==> src/rtl/controller.sv <==
// ----------------------------------------------------------------------------
// controller
// Command-driven grayscale LED driver controller. A 32-bit instruction word
// ({opcode, target, data}) is captured in IDLE and executed exactly once:
// load a channel value, clear the channel buffer, serially shift the whole
// buffer out to the driver chain followed by a latch strobe, or enable/disable
// the grayscale PWM clock.
//
// Ports
//   clk          single clock, rising edge
//   rst          synchronous active-high reset
//   instruction  [31:24] opcode, [23:16] target, [15:0] data
//   serial       serial grayscale data, MSB first (ch15 first)
//   sclk         shift clock, one rising edge per bit
//   lat          one-hot latch strobe, bit selected by target[1:0]
//   gsclk        grayscale PWM clock (clk/2 while enabled)
//   state        current FSM state code
//
// state       | code | meaning
// ------------+------+------------------------------------------------------
// IDLE        |  0   | waiting for a nonzero instruction, captures it
// DECODE      |  1   | dispatch on captured opcode
// LOAD        |  2   | write data[11:0] into channel target[3:0]
// CLEAR       |  3   | zero every channel
// SHIFT_SETUP |  4   | load shift register from buffer, arm bit counter
// SHIFT_LO    |  5   | present bit, sclk low
// SHIFT_HI    |  6   | sclk high, advance to next bit
// LATCH       |  7   | one-cycle lat strobe
// GSCFG       |  8   | set gsclk enable from data[0]
// WAIT        |  9   | hold until instruction returns to zero
// ----------------------------------------------------------------------------
module controller #(
    parameter int NUM_CH   = 16,
    parameter int GS_WIDTH = 12
) (
    input  logic        clk,
    input  logic        rst,
    input  logic [31:0] instruction,
    output logic        serial,
    output logic        sclk,
    output logic [3:0]  lat,
    output logic        gsclk,
    output logic [3:0]  state
);

    localparam int SHIFT_LEN = NUM_CH * GS_WIDTH;
    localparam int IDX_W     = $clog2(NUM_CH);
    localparam int CNT_W     = $clog2(SHIFT_LEN + 1);

    typedef enum logic [3:0] {
        ST_IDLE        = 4'd0,
        ST_DECODE      = 4'd1,
        ST_LOAD        = 4'd2,
        ST_CLEAR       = 4'd3,
        ST_SHIFT_SETUP = 4'd4,
        ST_SHIFT_LO    = 4'd5,
        ST_SHIFT_HI    = 4'd6,
        ST_LATCH       = 4'd7,
        ST_GSCFG       = 4'd8,
        ST_WAIT        = 4'd9
    } state_e;

    state_e               state_q,  state_d;
    logic [7:0]           opcode_q, opcode_d;
    logic [IDX_W-1:0]     tgt_q,    tgt_d;
    logic [GS_WIDTH-1:0]  data_q,   data_d;
    logic [GS_WIDTH-1:0]  chbuf_q [NUM_CH];
    logic [GS_WIDTH-1:0]  chbuf_d [NUM_CH];
    logic [SHIFT_LEN-1:0] shreg_q,  shreg_d;
    logic [CNT_W-1:0]     cnt_q,    cnt_d;
    logic                 gs_en_q,  gs_en_d;
    logic                 serial_q, serial_d;
    logic                 sclk_q,   sclk_d;
    logic [3:0]           lat_q,    lat_d;
    logic                 gsclk_q,  gsclk_d;

    always_comb begin
        state_d  = state_q;
        opcode_d = opcode_q;
        tgt_d    = tgt_q;
        data_d   = data_q;
        chbuf_d  = chbuf_q;
        shreg_d  = shreg_q;
        cnt_d    = cnt_q;
        gs_en_d  = gs_en_q;

        case (state_q)
            ST_IDLE: begin
                if (instruction != '0) begin
                    // Only the fields that are ever used are kept.
                    opcode_d = instruction[31:24];
                    tgt_d    = instruction[16 +: IDX_W];
                    data_d   = instruction[GS_WIDTH-1:0];
                    state_d  = ST_DECODE;
                end
            end
            ST_DECODE: begin
                case (opcode_q)
                    8'h01:   state_d = ST_LOAD;
                    8'h02:   state_d = ST_CLEAR;
                    8'h04:   state_d = ST_SHIFT_SETUP;
                    8'h08:   state_d = ST_GSCFG;
                    default: state_d = ST_WAIT;
                endcase
            end
            ST_LOAD: begin
                chbuf_d[tgt_q] = data_q;
                state_d        = ST_WAIT;
            end
            ST_CLEAR: begin
                for (int i = 0; i < NUM_CH; i++) chbuf_d[i] = '0;
                state_d = ST_WAIT;
            end
            ST_SHIFT_SETUP: begin
                // Highest channel lands in the MSBs so it leaves first.
                for (int i = 0; i < NUM_CH; i++) shreg_d[i*GS_WIDTH +: GS_WIDTH] = chbuf_q[i];
                cnt_d   = CNT_W'(SHIFT_LEN);
                state_d = ST_SHIFT_LO;
            end
            ST_SHIFT_LO: begin
                state_d = ST_SHIFT_HI;
            end
            ST_SHIFT_HI: begin
                shreg_d = {shreg_q[SHIFT_LEN-2:0], 1'b0};
                cnt_d   = cnt_q - 1'b1;
                state_d = (cnt_q == CNT_W'(1)) ? ST_LATCH : ST_SHIFT_LO;
            end
            ST_LATCH: begin
                state_d = ST_WAIT;
            end
            ST_GSCFG: begin
                gs_en_d = data_q[0];
                state_d = ST_WAIT;
            end
            ST_WAIT: begin
                if (instruction == '0) state_d = ST_IDLE;
            end
            default: state_d = ST_IDLE;
        endcase

        // Outputs are derived from the next state so the registered copies
        // line up with the state code they belong to.
        serial_d = ((state_d == ST_SHIFT_LO) || (state_d == ST_SHIFT_HI)) ? shreg_d[SHIFT_LEN-1] : 1'b0;
        sclk_d   = (state_d == ST_SHIFT_HI);
        lat_d    = (state_d == ST_LATCH) ? (4'b0001 << tgt_q[1:0]) : 4'b0000;
        gsclk_d  = gs_en_q ? ~gsclk_q : 1'b0;
    end

    always_ff @(posedge clk) begin
        if (rst) begin
            state_q  <= ST_IDLE;
            opcode_q <= '0;
            tgt_q    <= '0;
            data_q   <= '0;
            for (int i = 0; i < NUM_CH; i++) chbuf_q[i] <= '0;
            shreg_q  <= '0;
            cnt_q    <= '0;
            gs_en_q  <= 1'b0;
            serial_q <= 1'b0;
            sclk_q   <= 1'b0;
            lat_q    <= 4'b0000;
            gsclk_q  <= 1'b0;
        end else begin
            state_q  <= state_d;
            opcode_q <= opcode_d;
            tgt_q    <= tgt_d;
            data_q   <= data_d;
            chbuf_q  <= chbuf_d;
            shreg_q  <= shreg_d;
            cnt_q    <= cnt_d;
            gs_en_q  <= gs_en_d;
            serial_q <= serial_d;
            sclk_q   <= sclk_d;
            lat_q    <= lat_d;
            gsclk_q  <= gsclk_d;
        end
    end

    assign state  = state_q;
    assign serial = serial_q;
    assign sclk   = sclk_q;
    assign lat    = lat_q;
    assign gsclk  = gsclk_q;

endmodule

==> config.mk <==
export PLATFORM = sky130hd
export DESIGN_NAME = controller
export DESIGN_NICKNAME = d
export VERILOG_FILES = /design/src/rtl/controller.sv
export SDC_FILE = /design/constraint.sdc
export NUM_CORES = 1
export LEC_CHECK = 0
export ABC_AREA = 1
export BUFFER_PORTS_ARGS = -buffer_cell sky130_fd_sc_hd__buf_4
export CAP_MARGIN = 0
export CORE_MARGIN = 1
export CORE_UTILIZATION = 35
export CTS_CLUSTER_SIZE = 20
export DETAILED_ROUTE_END_ITERATION = 16
export GPL_TIMING_DRIVEN = 0
export PLACE_DENSITY = 0.59
export SKIP_CTS_REPAIR_TIMING = 1
export SYNTH_ARGS = -nofsm -noshare
export SYNTH_HDL_FRONTEND = slang
export SYNTH_SLANG_ARGS = --single-unit
==> constraint.sdc <==
create_clock -name clk -period 1.99 [get_ports clk]
set_input_delay 0.398 -clock clk [delete_from_list [all_inputs] [get_ports clk]]
set_output_delay 0.398 -clock clk [all_outputs]
set_load 0.03 [all_outputs]
==> results of run 1 <==
==> critical path: stages (launching register included) <==
cell,delay (ps)
dfxtp_2,390
nor2_2,140
inv_2,80
nor2_8,200
inv_6,80
buf_12,190
nor2_8,250
buf_6,250
nand2_1,80
a21oi_1,160
==> routing by layer <==
metal  routed length (µm)  GRT usage  up-vias
met5                    0          0        -
met4                 1460     0.0682        0
met3                 2710     0.0311       96
met2                21300      0.302      343
met1                22600      0.255     7378
li1                     -          -     8209
==> how the worst max path moves through the flow <==
stage             start           to  slack, ps
2_1_floorplan  state[3]       lat[0]        310
3_3_place_gp   state[3]  chbuf_q[45]       -320
3_5_place_dp   state[3]  chbuf_q[81]       -310
4_1_cts        state[0]  chbuf_q[46]       -340
5_1_grt        state[3]   chbuf_q[4]      -0.03
6_report       state[3]   chbuf_q[4]         70
==> power breakdown <==
part / switching (W) / internal [W]
combinational: 0.00194 / 0.000600
sequential: 0.000172 / 0.00884
clock: 0.00339 / 0.00487
==> cells by family (layout without fill, tap and decap cells) <==
family	Yosys count	in the layout	synth area share
flops	428	428	0.482
compound gates	265	265	0.0762
fa+ha+maj	2	2	0.00141
buf+inv	393	525	0.0911
simple gates	1516	1516	0.348
xor+xnor	1	1	0.000493
==> metrics by stage <==
step / TNS [ps] / hold slack (ps) / util
floorplan: 0 / 415 / -
global placement: -25470 / 442 / 0.378
detailed placement: -27670 / 452 / 0.378
CTS: -33390 / 56.8 / 0.407
global route: -0.0291 / 73.0 / 0.412
finish: 0 / 72.3 / 0.412
==> sequential cells by signal (all words and copies together) (netlist names) <==
register,cells
state,4
cnt_q,8
opcode_q,8
serial,1
sclk,1
lat,4
chbuf_q,192
tgt_q,4
shreg_q,192
data_q,12
gs_en_q,1
gsclk,1
==> Yosys cell counts <==
library cell,instances
inv_6,1
o21ai_0,28
dfxtp_1,428
nor2_2,6
or2_2,1
buf_1,6
nor2_4,4
o21ai_1,17
o21a_1,1
nand2_2,1
clkbuf_1,83
a21oi_1,213
nor2_8,10
nor2_1,88
inv_2,7
xor2_1,1
buf_4,12
nor3_4,1
o22ai_1,1
buf_2,61
nand3_2,2
nand4_1,1
ha_1,2
and2b_1,1
inv_1,222
buf_12,1
a31oi_1,2
nor3_1,2
o211ai_1,1
nand2_1,1199
a211oi_1,1
o211ai_4,1
nand3_1,200
==> cell type report <==
class | instances | area (µm²) | area share
plain buffers | 163 | 863 | 0.0418
clock buffers | 70 | 1340 | 0.0651
clock inverters | 7 | 88.8 | 0.00431
inverters | 230 | 868 | 0.0421
multi-input cells | 1784 | 7640 | 0.370
flip-flops and latches | 428 | 8580 | 0.416
well taps | 672 | 841 | 0.0408
repair buffers | 55 | 413 | 0.0200
==> flow_summary_export.csv, run 1 <==
group,metric,value,unit
run_status,status,"finished, final reports clean",
cts,root_buffer,"clkbuf_16",
yosys,yosysTopAreaCell,"dfxtp_1",
routing,drt_iter0_markers,1193,
floorplanning,io_pins,45,
cts,clock-sinks,428,
finish,final_cells,3409,
setup_path,reg2reg_slack,70,ps
finish,nets,2743,
power,p_total,0.0198,W
floorplanning,die_h,227,µm
yosys,yosysSeqAreaShare,0.482,
setup_path,setup.worst_path.end_class,"register",
finish,layout_commonest_cell,"nand2_1",
routing,viasPerCell,4.70,
yosys,ys_seq_elements,428,
cts,cts_buffer_depth,3,
setup_path,crit_arrival,2400,ps
cts,cts_buffers,45,
power,ir_worst_vdd,0.665,mV
floorplanning,die_area,51600,µm²
routing,drc_errors,0,
yosys,synthTopCellsByArea,"dfxtp_1 (48%), nand2_1 (25%), a21oi_1 (6.0%)",
power,p_leak,9.51,nW
worst_hold_path,min_path_type,"input pin to register",
setup_path,crit_fanout,10,
grt,first_global_vias,14700,
floorplanning,core-area,50100,µm²
setup_path,critPathRequiredTime,2480,ps
finish,diodes,0,
yosys,synth.distinct_cells,33,
placed_design,hpwl,32.5,mm
yosys,synth_top_area_frac,0.482,
timing,fin_skew,19.6,ps
timing,worstMarginPinSlew,1020,ps
finish,layout_common_cells,"nand2_1 (1196), dfxtp_1 (424), inv_1 (222), a21oi_1 (212), nand3_1 (200)",
timing,fmax,0.522,GHz
timing,timing.final.ws_setup,74.2,ps
floorplanning,num_rows,82,
placed_design,portBuffers,43,
routing,drt_wl_total,48.0,mm
placed_design,pre_cts_ws,-311,ps
routing,vias,16000,
floorplanning,die-width,227,µm
setup_path,r2r_end,"chbuf_q[4]",
timing,final_hold_viol_count,0,
timing,slew_headroom,0.323,
yosys,synth.cell_area,17800,µm²
placed_design,dp_cells,3320,
cts,htreeDepth,2,
timing,period_minus_slack,1920,ps
yosys,syn_nets,2641,
setup_path,worstSetupStartpointType,"register",
grt,grt_util_all_layers,0.189,
routing,dr.pass1.iters,7,
yosys,ys_warn_count,0,
routing,detail_route.wl_per_cell,14.1,µm
timing,drv_slew,0,
setup_path,critPathKind,"register to register",
worst_hold_path,min-delay-start,"instruction[5]",
grt,antenna_found_initial,0,
finish,drive_gt1_frac,0.0932,
placed_design,gp_congestion,0.836,
flow_run,cap_violations,0,
finish,final_area,20600,µm²
placed_design,placed_area,18900,µm²
yosys,synthCells,2605,
setup_path,rr_startpoint,"state[3]",
worst_hold_path,hold_end,"data_q[5]",
timing,timing.final.crit_share,0.963,
cts,clkTransAtPathRegs,60,ps
grt,grt_max_degree,14,
finish,area_delta_synth_final,16.2,%
setup_path,r2r_cells,9,
cts,cts_tree,"done",
floorplanning,start_util,0.355,
timing,setup_viol,0,
yosys,syn-mean-instance-area,6.82,µm²
routing,final_antenna_net_count,0,
finish,num-fill-cells,5350,
grt,grt_overflow_total,0,
grt,grt_pass1_wl,76.5,mm
power,powerDensity,960,nW/µm²
worst_hold_path,min_path_cells,3,
cts,clock_latency,560,ps
No activity file was read; power rests on OpenSTA's default activity.
==> run 2: changes to the inputs <==
--- a/config.mk
+++ b/config.mk
@@ -5,7 +5,6 @@
 export SDC_FILE = /design/constraint.sdc
 export NUM_CORES = 1
 export LEC_CHECK = 0
-export ABC_AREA = 1
 export BUFFER_PORTS_ARGS = -buffer_cell sky130_fd_sc_hd__buf_4
 export CAP_MARGIN = 0
 export CORE_MARGIN = 1
@@ -13,7 +12,7 @@
 export CTS_CLUSTER_SIZE = 20
 export DETAILED_ROUTE_END_ITERATION = 16
 export GPL_TIMING_DRIVEN = 0
-export PLACE_DENSITY = 0.59
+export PLACE_DENSITY = 0.54
 export SKIP_CTS_REPAIR_TIMING = 1
 export SYNTH_ARGS = -nofsm -noshare
 export SYNTH_HDL_FRONTEND = slang
==> flow_summary_export.csv, run 2 <==
group,metric,value,unit
timing,timing.final.ws_setup,43.4,ps
yosys,ys_warn_count,0,
timing,rsz0062_at_grt,"true",
finish,drive_gt1_frac,0.153,
routing,vias,13600,
timing,fin_skew,27.9,ps
run_status,status,"finished, final reports clean",
yosys,syn-mean-instance-area,9.44,µm²
routing,drt_wl_total,48.4,mm
yosys,yosysTopAreaCell,"dfxtp_1",
setup_path,critPathBufInv,1,
placed_design,portBuffers,43,
cts,cts_buffers,47,
setup_path,crit_arrival,2470,ps
timing,timing.final.crit_share,0.978,
floorplanning,die_area,49500,µm²
routing,final_antenna_net_count,0,
finish,largestRegisters,"chbuf_q x192, shreg_q x192, data_q x12",
setup_path,worstSetupStartpointType,"register",
floorplanning,die_h,223,µm
routing,drt_iter0_markers,929,
setup_path,cp_top_family,"compound AO/OA/AOI/OAI gates",
cts,clock-sinks,428,
cts,htreeDepth,2,
setup_path,slowest_stage,"a2111o_1",
yosys,synth.cell_area,17000,µm²
placed_design,dp_cells,2461,
placed_design,gp_congestion,0.819,
yosys,synthTopCellsByArea,"dfxtp_1 (50%), mux2i_1 (13%), nor2_1 (9.7%)",
grt,grt_pass1_wl,76.5,mm
floorplanning,core-area,47800,µm²
power,ir_worst_vdd,0.859,mV
yosys,yosysSeqAreaShare,0.503,
timing,fmax,0.514,GHz
cts,cts_tree,"done",
routing,drc_errors,0,
finish,fin_util,0.422,
finish,layout_common_cells,"nor2_1 (426), dfxtp_1 (426), mux2i_1 (215), a22oi_1 (192), a211oi_1 (192)",
yosys,synth_most_common_cell,"nor2_1",
timing,final_hold_viol_count,0,
yosys,syn_nets,1839,
cts,clock_latency,590,ps
finish,diodes,0,
cts,root_buffer,"clkbuf_16",
yosys,ys_top_cells_by_count,"nor2_1 (440), dfxtp_1 (428), mux2i_1 (215), a211oi_1 (192), a22oi_1 (192)",
cts,clkTransAtPathRegs,60,ps
routing,dr.pass1.iters,6,
cts,cts_buffer_depth,3,
yosys,synth_top_area_frac,0.503,
yosys,synth.distinct_cells,51,
setup_path,cp_cell_sequence,"buf_2 > nor4bb_4 > a31oi_1 > a2111o_1 > a311oi_4 > nor3b_2",
grt,grt_overflow_total,0,
finish,area_delta_synth_final,18.8,%
routing,viasPerCell,5.34,
timing,worstMarginPinSlew,826,ps
yosys,synth_edf_count,0,
setup_path,setup.worst_path.end_class,"register",
yosys,async_reset_ff_frac,0,
yosys,ys_seq_elements,428,
floorplanning,die-width,223,µm
finish,final_cells,2552,
floorplanning,io_pins,45,
power,powerDensity,1100,nW/µm²
finish,num-fill-cells,4700,
setup_path,crit_fanout,7,
worst_hold_path,min_path_type,"input pin to register",
grt,antenna_found_initial,0,
yosys,synthCells,1803,
grt,first_global_vias,13300,
setup_path,critPathRequiredTime,2510,ps
setup_path,cpPeakStageDelay,380,ps
flow_run,cap_violations,0,
timing,drv_slew,0,
timing,setup_viol,0,
placed_design,hpwl,31.7,mm
grt,grt_max_degree,14,
placed_design,pre_cts_ws,-819,ps
finish,nets,1937,
routing,detail_route.wl_per_cell,19.0,µm
grt,grt_util_all_layers,0.196,
floorplanning,num_rows,80,
timing,slew_headroom,0.450,
power,p_leak,6.56,nW
floorplanning,start_util,0.356,
setup_path,critPathKind,"register to register",
timing,period_minus_slack,1950,ps
yosys,ys.flop_type,"dfxtp_1",
==> run 2: worst register-to-register path: stages, from the launching register on <==
cell and delay (ps):
dfxtp_1 300, buf_2 160, nor4bb_4 300, a31oi_1 170, a2111o_1 390, a311oi_4 360
nor3b_2 210
==> run 2: layer usage <==
metal  global-route usage  wire, µm  vias up
met3               0.0302      2180       79
met2                0.311     22000      273
met5                    0         0        -
met4               0.0650      1210        0
li1                     -         -     6640
met1                0.272     23100     6638
==> run 2: cell families after synthesis <==
group,share of synthesized area
AO/OA/AOI/OAI,0.188
XOR/XNOR,0.00206
adder cells (fa/ha/maj),0.00147
buffers and inverters,0.0490
flip-flops,0.503
multiplexers,0.128
AND/OR/NAND/NOR,0.129
==> run 2: path summary, 6_finish.rpt <==
check,slack (ps),start,cells past startpoint,to
max,40,opcode_q[2],6,lat[0]
min,60,instruction[31],3,opcode_q[7]
max reg2reg,40,opcode_q[2],6,lat[0]
min reg2reg,440,gsclk,1,gsclk
==> run 2: cell type report <==
type                            count  area [µm²]  area share
Sequential cell                   428        8570       0.424
Multi-Input combinational cell   1178        7760       0.384
Clock buffer                       67        1380      0.0684
Buffer                            185        1030      0.0511
Tap cell                          615         769      0.0381
Timing Repair Buffer               50         373      0.0184
Clock inverter                     18         283      0.0140
Inverter                           11        41.3     0.00204
==> run 2: per-stage QoR <==
| stage | hold slack (ps) | setup TNS, ps | area, µm² | total power (W) |
|---|---|---|---|---|
| finish | 57.3 | 0 | 20200 | 0.0222 |
| global route | 47.9 | -168 | 20200 | 0.0231 |
| CTS | 30.0 | -182110 | 19800 | 0.0221 |
| detailed placement | 435 | -188090 | 18100 | 0.0128 |
| global placement | 422 | -187420 | 18100 | 0.0128 |
| floorplan | 432 | 0 | 17000 | 0.0115 |
==> run 2: power by group <==
part,switching (W),internal [W],total [W],leakage (nW)
clock network,0.00359,0.00573,0.00932,0.822
logic,0.00247,0.00121,0.00368,2.29
registers,0.000297,0.00893,0.00923,3.45
==> run 3: changes to the inputs <==
--- a/config.mk
+++ b/config.mk
@@ -12,8 +12,10 @@
 export CTS_CLUSTER_SIZE = 20
 export DETAILED_ROUTE_END_ITERATION = 16
 export GPL_TIMING_DRIVEN = 0
-export PLACE_DENSITY = 0.54
+export PLACE_DENSITY = 0.47
+export RECOVER_POWER = 25
 export SKIP_CTS_REPAIR_TIMING = 1
+export SKIP_LAST_GASP = 1
 export SYNTH_ARGS = -nofsm -noshare
 export SYNTH_HDL_FRONTEND = slang
 export SYNTH_SLANG_ARGS = --single-unit
==> flow_summary_export.csv, run 3 (synthesis results as in run 2) <==
group,metric,value,unit
run_status,status,"finished, final reports clean",
power,ir_worst_vdd,1.04,mV
finish,layout_commonest_cell,"nor2_1",
finish,diodes,0,
setup_path,reg2reg_slack,20,ps
setup_path,slowest_stage,"buf_2",
timing,fin_skew,18.8,ps
timing,final_hold_viol_count,0,
timing,timing.final.crit_share,0.989,
timing,worstMarginPinSlew,907,ps
cts,cts_buffer_depth,3,
setup_path,setup.worst_path.end_class,"register",
setup_path,cp_cell_sequence,"buf_8 > nor2b_1 > buf_1 > buf_2 > a22oi_1 > nor2_1",
placed_design,portBuffers,43,
routing,dr.pass1.iters,5,
worst_hold_path,min_path_cells,3,
routing,drt_wl_total,50.7,mm
finish,num-fill-cells,4743,
routing,viasPerCell,5.33,
cts,htreeDepth,2,
finish,nets,1943,
cts,clock-sinks,428,
finish,layout_common_cells,"nor2_1 (430), dfxtp_1 (424), mux2i_1 (215), a22oi_1 (192), a211oi_1 (192)",
finish,final_area,20100,µm²
grt,grt_util_all_layers,0.202,
setup_path,critPathBufInv,3,
floorplanning,die_area,49500,µm²
setup_path,crit_cells,6,
setup_path,cp_top_family,"buffers and inverters",
timing,fmax,0.508,GHz
setup_path,critPathRequiredTime,2500,ps
placed_design,gp_congestion,0.807,
timing,drv_slew,0,
finish,largestRegisters,"chbuf_q x192, shreg_q x192, data_q x12",
floorplanning,die_h,223,µm
power,powerDensity,1080,nW/µm²
cts,clkTransAtPathRegs,60,ps
floorplanning,start_util,0.356,
placed_design,pre_cts_ws,-876,ps
setup_path,crit_arrival,2470,ps
power,p_leak,6.52,nW
grt,antenna_found_initial,0,
timing,period_minus_slack,1970,ps
finish,drive_gt1_frac,0.151,
floorplanning,core-area,47800,µm²
placed_design,dp_cells,2461,
power,p_total,0.0218,W
worst_hold_path,min_path_type,"input pin to register",
grt,grt_overflow_total,0,
routing,final_antenna_net_count,0,
cts,root_buffer,"clkbuf_16",
flow_run,cap_violations,0,
grt,first_global_vias,13100,
finish,multi_input_area,7770,µm²
cts,cts_tree,"done",
timing,slew_headroom,0.396,
placed_design,hpwl,33.2,mm
finish,area_delta_synth_final,18.2,%
grt,grt_max_degree,13,
routing,vias,13600,
routing,drt_iter0_markers,815,
floorplanning,io_pins,45,
routing,drc_errors,0,
placed_design,placed_area,18100,µm²
setup_path,cpPeakStageDelay,440,ps
floorplanning,die-width,223,µm
timing,setup_viol,0,
floorplanning,num_rows,80,
setup_path,r2r_cells,6,
grt,grt_pass1_wl,77.9,mm
finish,regArea,8580,µm²
setup_path,crit_fanout,10,
timing,timing.final.ws_setup,21.2,ps
setup_path,worstSetupStartpointType,"register",
timing,rsz0062_at_grt,"true",
setup_path,critPathKind,"register to register",
routing,detail_route.wl_per_cell,19.8,µm
cts,clock_latency,590,ps
cts,cts_buffers,47,
finish,final_cells,2560,
timing,whs,68.3,ps
==> run 3: cell types whose count changed in the layout (fill, tap and decap cells not counted), sizes merged <==
cell	change
bufinv	-6
buf	+4
clkinvlp	-1
clkinv	+3
clkbuf	+8
==> run 3: cell type report <==
type,instances,share of cell area
Inverter,11,0.00205
Tap cell,615,0.0383
Clock buffer,73,0.0713
Clock inverter,14,0.00547
Buffer,185,0.0508
Sequential cell,428,0.426
Timing Repair Buffer,56,0.0194
Multi-Input combinational cell,1178,0.386
==> run 3: report_power, final <==
part	total, W	switching [W]	internal (W)	leakage (nW)
Sequential	0.00925	0.000308	0.00894	3.45
Clock	0.00871	0.00363	0.00509	0.774
Combinational	0.00384	0.00254	0.00130	2.29
Total	0.0218	0.00648	0.0153	6.52
==> run 3: through the flow <==
step | setup TNS (ps) | util
global route | -270 | 0.420
global placement | -204420 | 0.379
finish | 0 | 0.420
CTS | -192420 | 0.411
detailed placement | -205100 | 0.379
floorplan | 0 | -
==> run 3: path summary, 6_finish.rpt <==
kind	from	end
min	instruction[7]	data_q[7]
max	state[0]	chbuf_q[155]
max reg2reg	state[0]	chbuf_q[155]
min reg2reg	gsclk	gsclk
==> run 3: tightest hold or removal path: stages <==
cell	delay, ps
buf_4	80
mux2i_1	50
nor2_1	70
==> run 3: layer usage <==
layer,routed length (µm),global-route usage,vias to the layer above
met2,23100,0.320,230
met5,0,0,-
li1,-,-,6668
met3,1800,0.0268,65
met4,1030,0.0645,0
met1,24800,0.284,6676
